`src/rtl/rc_gearbox256.sv`:
```
// rc_gearbox256: strips the 3-DW RC descriptor and realigns 256-bit completion payload to DW0 (optional RC_GEARBOX_ERR_CHECK_EN)
module rc_gearbox256 #(
  parameter int DATA_WIDTH  = 256,
  parameter int KEEP_WIDTH  = 8,
  parameter int TUSER_WIDTH = 75
) (
  input  logic                   clk,
  input  logic                   rst,
  input  logic [DATA_WIDTH-1:0]  m_axis_rc_tdata,
  input  logic                   m_axis_rc_tvalid,
  input  logic [TUSER_WIDTH-1:0] m_axis_rc_tuser,
  input  logic [KEEP_WIDTH-1:0]  m_axis_rc_tkeep,
  input  logic                   m_axis_rc_tlast,
  output logic                   m_axis_rc_tready,
  output logic [95:0]            rc_descriptor,
  output logic [10:0]            rc_dword_count,
  output logic [DATA_WIDTH-1:0]  rc_rd_data,
  output logic [KEEP_WIDTH-1:0]  rc_keep,
  output logic                   rc_valid,
  output logic                   rc_sop,
  output logic                   rc_last,
  input  logic                   rc_ready,
  output logic                   rc_error
);
  typedef enum logic [1:0] {IDLE, STREAM, FLUSH} state_t;
  state_t state, state_n;
  logic [159:0] hold;
  logic [2:0] rem;
  logic first_out, free, acc, sop, emit, e_sop, e_last;
  logic [3:0] r;
  logic [255:0] e_data;
  logic [7:0] e_keep;
  logic unused_tuser;
  function automatic logic [7:0] mask(input logic [3:0] n);
    logic [8:0] m;
    m = (9'd1 << n) - 9'd1;
    return m[7:0];
  endfunction
  assign unused_tuser = ^{m_axis_rc_tuser[TUSER_WIDTH-1:33], m_axis_rc_tuser[31:0]};
  assign sop = m_axis_rc_tuser[32];
  assign free = !rc_valid || rc_ready;
  assign m_axis_rc_tready = !rst && (state != FLUSH) && free;
  assign acc = m_axis_rc_tvalid && m_axis_rc_tready;
  assign r = 4'($countones(m_axis_rc_tkeep));
  assign rc_dword_count = rc_descriptor[42:32];
  // next state and the beat to load into the output register
  always_comb begin
    state_n = state;
    emit = 1'b0;
    e_data = '0;
    e_keep = '0;
    e_sop = 1'b0;
    e_last = 1'b0;
    if (acc && sop) begin
      state_n = m_axis_rc_tlast ? IDLE : STREAM;
      emit = m_axis_rc_tlast;
      e_data = {96'b0, m_axis_rc_tdata[255:96]};
      e_keep = m_axis_rc_tkeep >> 3;
      e_sop = 1'b1;
      e_last = 1'b1;
    end else if (acc && state == STREAM) begin
      emit = 1'b1;
      e_data = {m_axis_rc_tdata[95:0], hold};
      e_sop = first_out;
      e_last = m_axis_rc_tlast && r <= 4'd3;
      e_keep = e_last ? mask(4'd5 + r) : 8'hFF;
      state_n = !m_axis_rc_tlast ? STREAM : (r <= 4'd3 ? IDLE : FLUSH);
    end else if (state == FLUSH && free) begin
      emit = 1'b1;
      e_data = {96'b0, hold};
      e_keep = mask({1'b0, rem});
      e_last = 1'b1;
      state_n = IDLE;
    end
  end
  // state, residual payload and single-entry output register
  always_ff @(posedge clk) begin
    if (rst) begin
      state <= IDLE;
      hold <= '0;
      rem <= '0;
      first_out <= 1'b0;
      rc_descriptor <= '0;
      rc_rd_data <= '0;
      rc_keep <= '0;
      rc_valid <= 1'b0;
      rc_sop <= 1'b0;
      rc_last <= 1'b0;
    end else begin
      state <= state_n;
      if (acc) hold <= m_axis_rc_tdata[255:96];
      if (acc && sop) rc_descriptor <= m_axis_rc_tdata[95:0];
      if (acc && sop) first_out <= 1'b1;
      else if (acc && state == STREAM) first_out <= 1'b0;
      if (acc && state == STREAM) rem <= 3'(r - 4'd3);
      if (emit) begin
        rc_valid <= 1'b1;
        rc_rd_data <= e_data;
        rc_keep <= e_keep;
        rc_sop <= e_sop;
        rc_last <= e_last;
      end else if (rc_ready) rc_valid <= 1'b0;
    end
  end
`ifdef RC_GEARBOX_ERR_CHECK_EN
  logic err_tlp, sop_err;
  logic [15:0] err_cnt;
  assign sop_err = (|m_axis_rc_tdata[15:12]) || m_axis_rc_tdata[46];
  // flag every beat of a completion whose descriptor reports an error or poison
  always_ff @(posedge clk) begin
    if (rst) begin
      err_tlp <= 1'b0;
      err_cnt <= '0;
      rc_error <= 1'b0;
    end else begin
      if (acc && sop) err_tlp <= sop_err;
      if (acc && sop && sop_err && err_cnt != 16'hFFFF) err_cnt <= err_cnt + 16'd1;
      if (emit) rc_error <= (acc && sop) ? sop_err : err_tlp;
    end
  end
`else
  assign rc_error = 1'b0;
`endif
endmodule
```
`config.mk`:
```
export PLATFORM = sky130hd
export DESIGN_NAME = rc_gearbox256
export DESIGN_NICKNAME = d
export VERILOG_FILES = /design/src/rtl/rc_gearbox256.sv
export SDC_FILE = /design/constraint.sdc
export NUM_CORES = 1
export LEC_CHECK = 0
export ABC_AREA = 1
export BUFFER_PORTS_ARGS = -buffer_cell sky130_fd_sc_hd__buf_4
export CAP_MARGIN = 5
export CORE_AREA = 10 10 275 277
export CTS_CLUSTER_SIZE = 40
export DETAILED_ROUTE_END_ITERATION = 6
export DIE_AREA = 0 0 285 287
export HOLD_SLACK_MARGIN = 0.15
export PLACE_DENSITY = 0.49
export SYNTH_ARGS = -nofsm -noshare
export SYNTH_HDL_FRONTEND = slang
export SYNTH_SLANG_ARGS = --single-unit
```
`constraint.sdc`:
```
create_clock -name clk -period 6.1 [get_ports clk]
set_clock_uncertainty 0.2 [all_clocks]
set_input_delay 1.83 -clock clk [delete_from_list [all_inputs] [get_ports clk]]
set_output_delay 1.83 -clock clk [all_outputs]
set_load 0.03 [all_outputs]
```
==> results_dict.tcl, run 1 <==
set metrics [dict create \
    rsz0062_at_grt "false" \
    drc_errors 0 \
    muxShareOfSynthArea 0 \
    drt_iter0_markers 1409 \
    synth_compound_area_frac 0.186 \
    root_buffer "clkbuf_16" \
    ys_ff_latch 529 \
    dieArea_um2 81800 \
    final_cells 4156 \
    viasPerCell 4.91 \
    synth_top_area_share 0.520 \
    firstDrtPassIters 6 \
    postCtsResizedCells 0 \
    grt_usage 0.196 \
    crit_type "in -> reg" \
    post-synth-top-count-cell "nand2_1" \
    cts_post_setup_buffers_inserted 0 \
    synth_top_family_by_area "simple AND/OR/NAND/NOR gates" \
    clk_latency_ns 0.62 \
    min-delay-path-class "reg -> reg" \
    grt_max_degree 264 \
    die_y_um 287 \
    synth_ff_type "dfxtp_1" \
    max_freq_mhz 177 \
    ys_seq_area_frac 0.520 \
    tritoncts "done" \
    grt_pass1_vias 19600 \
    tightest_slew_ns 1.43 \
    synth-edff-count 0 \
    setup_ws_ns 0.445 \
    worst_setup_path_start_kind "input pin" \
    cts_made_buffers 59 \
    crit_path_end_kind "flip-flop" \
    place_area_um2 25700 \
    crit_start "m_axis_rc_tkeep[0]" \
    layout-drive-gt1-share 0.245 \
    cp.arrival_ns 6.01 \
    synth_fp_nets 3030 \
    core_area_um2 69800 \
    worstPathMaxFanout 4 \
    netlist_area_um2 20400 \
    ys_top_cells_by_area "dfxtp_1, nand2_1, a21oi_1, a31oi_1, nand3_1" \
    yosys.area.top_type "dfxtp_1" \
    async_flop_share 0 \
    grt_pass1_wl_um 127000 \
    final_core_util 0.396 \
    hold_viol 0 \
    finalInstanceArea_um2 27600 \
    gr-total-overflow 0 \
    num_io_pins 720 \
    required_ns 6.45 \
    synth_area_per_cell_um2 7.62 \
    setup_viol 0 \
    hold_buffers 0 \
    maxCapViolCount 0 \
    multi_input_area_um2 8570 \
    synth_warnings 0 \
    pre_cts_ws_ns -0.150 \
    r2r-start "rc_valid" \
    min_from "rc_rd_data[246]" \
    dp_cells 4054 \
    regArea_um2 10600 \
    synthAdderAreaFrac 0.00947 \
    clk_pin_slew_ns 0.06 \
    maxSlewViolCount 0 \
    tns_ns 0 \
    antennaDiodeCount 0 \
    drtAntennaViolNets 0 \
    cts_sinks 529 \
    gp_congestion 0.828 \
    num_vias 20400 \
    row_count 97 \
    area_growth_pct 35.7 \
    die_w_um 285 \
    p_per_area_nw_per_um2 307 \
    leakagePower_nw 11.3 \
    hpwl_um 55600 \
    wl_um 85200 \
    antenna_found_initial 4 \
    wl_per_cell_um 20.5 \
    nFillCells 7249 \
    synth_xor_area_frac 0 \
    io_buffers 644 \
    slew_headroom 0.0456 \
    h-tree-depth 2 \
    post-route-min-period_ns 5.65 \
    initial_utilization 0.292 \
    final_nets 3532 \
    peakVddDrop_uv 262 \
    cts_buffer_depth 3 \
    synth.distinct_cells 32 \
    synthSimpleGateAreaFrac 0.224 \
    synth_common_cells "nand2_1, dfxtp_1, a21oi_1" \
    fin_crit_sh 0.927 \
    run_status "finished clean" \
    synthCells 2673 \
]
==> registers in the layout, summed over array words and instances, names as in the netlist <==
| signal | flops |
|---|---|
| rc_keep | 8 |
| rc_last | 1 |
| rc_sop | 1 |
| rem | 3 |
| hold | 160 |
| rc_rd_data | 256 |
| rc_valid | 1 |
| state | 2 |
| rc_descriptor | 96 |
| first_out | 1 |
==> worst paths after layout <==
path                                        end  slack [ns]  depth (start not counted)
worst max-delay path                 rc_keep[7]        0.45                         15
worst min-delay path            rc_rd_data[246]        0.26                          2
worst max register to register    rc_rd_data[2]        2.51                         11
worst min register to register  rc_rd_data[246]        0.26                          2
==> through the flow <==
stage / power (mW) / hold WS, ns
6_report: 8.48 / 0.260
5_1_grt: 8.85 / 0.279
4_1_cts: 8.59 / 0.263
3_5_place_dp: 4.96 / 0.253
3_3_place_gp: 4.94 / 0.249
2_1_floorplan: 4.40 / 0.239
==> cells by family (layout without fill, tap and decap cells) <==
logic type / count (synthesis) / in the layout
other cells: 1 / 1
simple gates: 1137 / 1137
flops: 529 / 529
fa+ha+maj: 13 / 13
buf+inv: 280 / 823
compound gates: 713 / 713
==> final cells by class <==
type	instances	area share
Sequential cell	529	0.383
Inverter	43	0.00639
Timing Repair Buffer	678	0.187
Clock buffer	80	0.0617
Clock inverter	22	0.00847
Tap cell	940	0.0426
Multi-Input combinational cell	1864	0.310
==> layer usage <==
layer / global-route usage / vias up / part of all wire
li1: - / 9939 / -
met1: 0.242 / 9647 / 0.42
met2: 0.331 / 714 / 0.48
met3: 0.0577 / 100 / 0.079
met4: 0.0457 / 8 / 0.021
met5: 0 / - / 0.00057
==> power by group <==
part | switching (mW) | internal [mW]
Combinational | 0.760 | 0.442
Clock | 1.50 | 2.11
Sequential | 0.0805 | 3.59
Total | 2.34 | 6.15
==> worst max-delay path, stage by stage <==
cell and delay (ns):
buf_4 0.08, inv_1 0.05, fa_1 0.70, fa_1 0.49, fa_1 0.50, inv_1 0.04, ha_1 0.21, fa_1 0.62
inv_1 0.08, ha_1 0.20, o311ai_0 0.75, nand3_1 0.14, nand3_1 0.12, nand2_1 0.06, a21oi_1 0.12
==> cells in the final DEF, fill, tap and decap left out, drive strengths merged <==
| cell | count |
|---|---|
| o21ai | 274 |
| clkinv | 12 |
| a21oi | 272 |
| a31oi | 162 |
| o311ai | 1 |
| nand3 | 182 |
| o22ai | 1 |
| buf | 677 |
| nor3 | 3 |
| inv | 47 |
| nor2 | 215 |
| dfxtp | 529 |
| bufinv | 4 |
| fa | 4 |
| o31ai | 1 |
| o211ai | 1 |
| or2 | 1 |
| conb | 1 |
| ha | 9 |
| clkinvlp | 2 |
| nand2 | 735 |
| o21bai | 1 |
| nand4 | 1 |
| clkbuf | 81 |
Note: power is estimated with default switching activity, not from simulation.
==> run 2, diff against run 1 <==
REMOVE_ABC_BUFFERS = 1   (was default)
==> results_dict.tcl, run 2 (same netlist as run 1, synthesis figures left out) <==
set metrics [dict create \
    hold_viol 0 \
    rrSetupSlack_ns 2.55 \
    crit_path_end_kind "flip-flop" \
    maxCapViolCount 0 \
    drt_iter0_markers 1472 \
    setup_ws_ns 0.479 \
    layout-drive-gt1-share 0.245 \
    hpwl_um 58100 \
    crit_type "in -> reg" \
    max_stage_delay_ns 0.75 \
    hold-path-endpoint "rc_rd_data[196]" \
    final_core_util 0.398 \
    grt_usage 0.200 \
    hold_depth 2 \
    num_io_pins 720 \
    rsz0062_at_grt "false" \
    hold_buffers 0 \
    cts_made_buffers 60 \
    firstDrtPassIters 6 \
    reg2reg_depth 9 \
    top_regs "rc_rd_data (256), hold (160), rc_descriptor (96)" \
    drc_errors 0 \
    p_sw_mw 2.32 \
    cts_buffer_depth 3 \
    cp_cell_sequence "buf_4, inv_1, fa_1, fa_1, fa_1, inv_1, ha_1, fa_1, inv_1, ha_1, o311ai_0, nand2_1, nand2_1, nand3_1, nand2_1, a21oi_1" \
    setup_viol 0 \
    final_cells 4165 \
    switching_share 0.267 \
    grt_max_degree 176 \
    io_buffers 644 \
    cts_sinks 529 \
    power.share.clock 0.438 \
    cts_post_setup_buffers_inserted 0 \
    die_y_um 287 \
    min_from "rc_rd_data[196]" \
    die_w_um 285 \
    num_vias 20500 \
    gr-total-overflow 0 \
    layout_common_cells "nand2_1, buf_4, dfxtp_1, a21oi_1, nor2_1" \
    core_area_um2 69800 \
    tightest_slew_ns 1.17 \
    viasPerCell 4.92 \
    peakVddDrop_uv 194 \
    h-tree-depth 2 \
    wl_per_cell_um 20.9 \
    clk_pin_slew_ns 0.06 \
    min-delay-path-class "reg -> reg" \
    pre_cts_ws_ns -0.163 \
    worst_setup_path_start_kind "input pin" \
    nFillCells 7211 \
    power_frac_comb 0.140 \
    seq_power_share 0.422 \
    post-route-min-period_ns 5.62 \
    crit_start "m_axis_rc_tkeep[1]" \
    antenna_found_initial 6 \
    slew_headroom 0.221 \
    r2r-start "rc_valid" \
    leakagePower_nw 11.3 \
    cp.arrival_ns 5.87 \
    grt_pass1_vias 19600 \
    grt_pass1_wl_um 128000 \
    wl_um 87200 \
    report.power.total_mw 8.71 \
    row_count 97 \
    maxSlewViolCount 0 \
    timing.critical_path.buf_inv 4 \
    power.internal_mw 6.39 \
    mostFrequentLayoutCell "nand2_1" \
    dieArea_um2 81800 \
    required_ns 6.35 \
    worstPathMaxFanout 5 \
    largest_reg_flops 256 \
    fin_crit_sh 0.922 \
    run_status "finished clean" \
    area_growth_pct 36.6 \
    final_nets 3536 \
    dp_cells 4057 \
    tritoncts "done" \
    drtAntennaViolNets 0 \
    root_buffer "clkbuf_16" \
    largest-register "rc_rd_data" \
    gp_congestion 0.841 \
    clk_latency_ns 0.60 \
    max_freq_mhz 178 \
    r2r_end "rc_descriptor[46]" \
    crit_family "adder cells" \
    postCtsResizedCells 0 \
    initial_utilization 0.292 \
    cpMostUsedCell "fa_1" \
    p_per_area_nw_per_um2 313 \
    critical_path.slowest_cell "o311ai_0" \
]
-- run 2: cell type report --
class | instances | area, um2 | share of cell area
antenna | 3 | 7.51 | 0.000270
clock buffer | 86 | 1740 | 0.0626
clock inverter | 19 | 334 | 0.0120
inverter | 43 | 180 | 0.00648
multi-input combinational | 1864 | 8580 | 0.309
sequential | 529 | 10600 | 0.381
tap | 940 | 1180 | 0.0423
timing repair buffer | 681 | 5190 | 0.187
-- run 2: worst max-delay path by stage --
stage,endpoint,slack (ns),cells past startpoint
after floorplan,rc_keep[3],-10.59,11
after detailed placement,rc_keep[7],-0.16,16
after global placement,rc_keep[7],-0.26,16
after CTS,rc_keep[7],0.47,16
final,rc_keep[7],0.48,16
after global routing,rc_keep[7],0.06,16
-- run 2: metrics by stage --
stage	TNS, ns	cell area (um2)	hold WS, ns
5_1_grt	0	27800	0.278
2_1_floorplan	-2731.74	19300	0.233
3_3_place_gp	-0.458	25700	0.250
4_1_cts	0	27800	0.262
6_report	0	27800	0.262
3_5_place_dp	-0.265	25700	0.253
-- run 2: power groups by stage --
stage / logic [mW] / registers (mW) / clock network, mW
5_1_grt: 1.33 / 3.68 / 4.06
3_5_place_dp: 1.22 / 3.75 / 0
2_1_floorplan: 0.450 / 3.90 / 0
6_report: 1.22 / 3.67 / 3.82
4_1_cts: 1.23 / 3.67 / 3.92
3_3_place_gp: 1.22 / 3.74 / 0
-- run 2: tightest hold or removal path: stages, from the launching register on --
cell and delay (ns):
dfxtp_1 0.31, nand2_1 0.06, a21oi_1 0.05
-- run 2: layer usage --
layer  up-vias  routed length, um  global-route usage
li1       9944                  -                   -
met1      9723              36200               0.244
met2       680              40400               0.321
met3       131               7670              0.0730
met4         6               2840              0.0696
met5         -                 34                   0
==> run 3, diff against run 2 <==
ABC_AREA = 0   (was 1)
CORE_AREA = 10 10 274 276   (was 10 10 275 277)
DIE_AREA = 0 0 284 286   (was 0 0 285 287)
PLACE_DENSITY = 0.5   (was 0.49)
==> results_dict.tcl, run 3 <==
set metrics [dict create \
    run_status "finished clean" \
    crit_start "m_axis_rc_tkeep[0]" \
    layout_common_cells "nand2_1, buf_4, dfxtp_1, nor2_1, a21oi_1" \
    synth_ff_type "dfxtp_1" \
    top_regs "rc_rd_data (256), hold (160), rc_descriptor (96)" \
    hpwl_um 55400 \
    synthCells 2528 \
    clk_pin_slew_ns 0.06 \
    grt_pass1_vias 19600 \
    synth.distinct_cells 54 \
    hold_ws_ns 0.253 \
    grt_usage 0.189 \
    critPathCapture "rc_keep[6]" \
    nFillCells 7011 \
    synth_warnings 0 \
    maxSlewViolCount 0 \
    hold_viol 0 \
    dieArea_um2 81200 \
    r2r-start "state[0]" \
    leakagePower_nw 10.9 \
    antenna_found_initial 7 \
    cts_buffer_depth 3 \
    top_usage_layer "met2" \
    grt_pass1_wl_um 122000 \
    postCtsResizedCells 0 \
    rrSetupSlack_ns 3.15 \
    worst_setup_path_start_kind "input pin" \
    largest_reg_flops 256 \
    die_w_um 284 \
    worstPathMaxFanout 5 \
    mostFrequentLayoutCell "nand2_1" \
    synth_area_per_cell_um2 8.00 \
    cts_sinks 529 \
    r2r_end "rc_rd_data[5]" \
    core_area_um2 69500 \
    num_io_pins 720 \
    drc_errors 0 \
    tritoncts "done" \
    viasPerCell 4.91 \
    groute.layer.met1.usage 0.220 \
    wl_per_cell_um 20.1 \
    cp.depth 18 \
    die_y_um 286 \
    fin_crit_sh 0.938 \
    gp_congestion 0.850 \
    tightest_slew_ns 1.25 \
    area_growth_pct 37.8 \
    initial_utilization 0.291 \
    post-synth-top-count-cell "nand2_1" \
    drt_iter0_markers 1357 \
    final_nets 3403 \
    cts_post_setup_buffers_inserted 0 \
    h-tree-depth 2 \
    crit_path_end_kind "flip-flop" \
    cp.arrival_ns 5.98 \
    synth_top_area_share 0.524 \
    max_stage_delay_ns 0.62 \
    drtAntennaViolNets 0 \
    cts_made_buffers 60 \
    crit_family "adder cells" \
    cp_cell_sequence "buf_4, inv_1, fa_1, fa_1, fa_1, inv_1, ha_1, fa_1, nand2_1, a21oi_1, nor3_2, or2_2, nand2_1, ha_1, nand4_1, mux2_2, a31oi_1, nor3b_1" \
    setup_ws_ns 0.380 \
    timing.critical_path.buf_inv 3 \
    multi_input_area_um2 8630 \
    io_buffers 644 \
    final_core_util 0.401 \
    ys_seq_area_frac 0.524 \
    reg2reg_depth 5 \
    ys_ff_latch 529 \
    async_flop_share 0 \
    grtUsageMet2 0.318 \
    synth_common_cells "nand2_1, dfxtp_1, nor2_1" \
    cpMostUsedCell "fa_1" \
    crit_type "in -> reg" \
    yosys.area.top_type "dfxtp_1" \
    hold_buffers 0 \
    grt_max_degree 207 \
    synth-edff-count 0 \
    min-delay-path-class "reg -> reg" \
    grtUsageMet3 0.0771 \
    firstDrtPassIters 5 \
    layout-drive-gt1-share 0.258 \
    regArea_um2 10600 \
    p_per_area_nw_per_um2 321 \
    max_freq_mhz 175 \
    slew_headroom 0.169 \
    rsz0062_at_grt "false" \
    gr-total-overflow 0 \
    largest-register "rc_rd_data" \
    wl_um 81300 \
    pre_cts_ws_ns -0.231 \
    netlist_area_um2 20200 \
    root_buffer "clkbuf_16" \
    maxCapViolCount 0 \
    required_ns 6.36 \
    critical_path.slowest_cell "fa_1" \
    row_count 97 \
    post-route-min-period_ns 5.72 \
    peakVddDrop_uv 199 \
    num_vias 19800 \
    ys_top_cells_by_area "dfxtp_1, nand2_1, a311oi_1, a21oi_1, nor2_1" \
    clk_latency_ns 0.61 \
    setup_viol 0 \
]
[run 3: layout make-up]
cell class | count | share of cell area
well taps | 940 | 0.0422
clock buffers | 89 | 0.0646
multi-input cells | 1758 | 0.310
flip-flops and latches | 529 | 0.380
diodes | 2 | 0.000180
clock inverters | 22 | 0.0125
repair buffers | 683 | 0.189
inverters | 14 | 0.00189
[run 3: how the worst min path moves through the flow]
stage | slack, ns | from | to | depth (start not counted)
6_report | 0.25 | hold[11] | hold[11] | 2
3_3_place_gp | 0.24 | hold[10] | hold[10] | 2
5_1_grt | 0.27 | hold[156] | hold[156] | 2
4_1_cts | 0.25 | hold[33] | hold[33] | 2
3_5_place_dp | 0.25 | hold[111] | hold[111] | 2
2_1_floorplan | 0.23 | hold[0] | hold[0] | 2
[run 3: cells by family (layout without fill, tap and decap cells)]
kind of cell | Yosys count | in the layout | synth area share
AOI/OAI and AO/OA | 565 | 565 | 0.186
xor gates and xnor gates | 6 | 6 | 0.00297
adders and majority gates | 13 | 13 | 0.00953
buffers and inverters | 241 | 808 | 0.0521
DFF | 529 | 529 | 0.524
muxes | 5 | 5 | 0.00254
other | 1 | 3 | 0.000185
and+or+nand+nor | 1168 | 1168 | 0.223
[run 3: worst reg2reg max path, cell delays in order (launching register included)]
cell	delay [ns]
dfxtp_1	0.35
nand2b_1	0.37
and4_4	0.94
buf_4	0.56
nand2_1	0.12
a311oi_1	0.30
[run 3: power breakdown]
group	switching [mW]	internal (mW)	leakage (nW)	total (mW)
clock	1.50	2.41	1.06	3.91
combinational	0.824	0.519	5.58	1.34
sequential	0.0864	3.60	4.31	3.69
[run 3: layer usage]
layer	wire length, um	part of all wire
met1	32600	0.40
met2	39100	0.48
met3	7840	0.096
met4	1680	0.021
met5	65	0.00080
[run 3: through the flow]
step	std cells	setup TNS, ns	area (um2)	power [mW]
floorplan	2301	-1599.15	19200	4.49
global placement	3924	-0.412	25700	5.09
detailed placement	3924	-0.513	25700	5.12
CTS	4035	0	27900	9.08
global route	4037	0	27900	9.33
finish	4037	0	27900	8.95
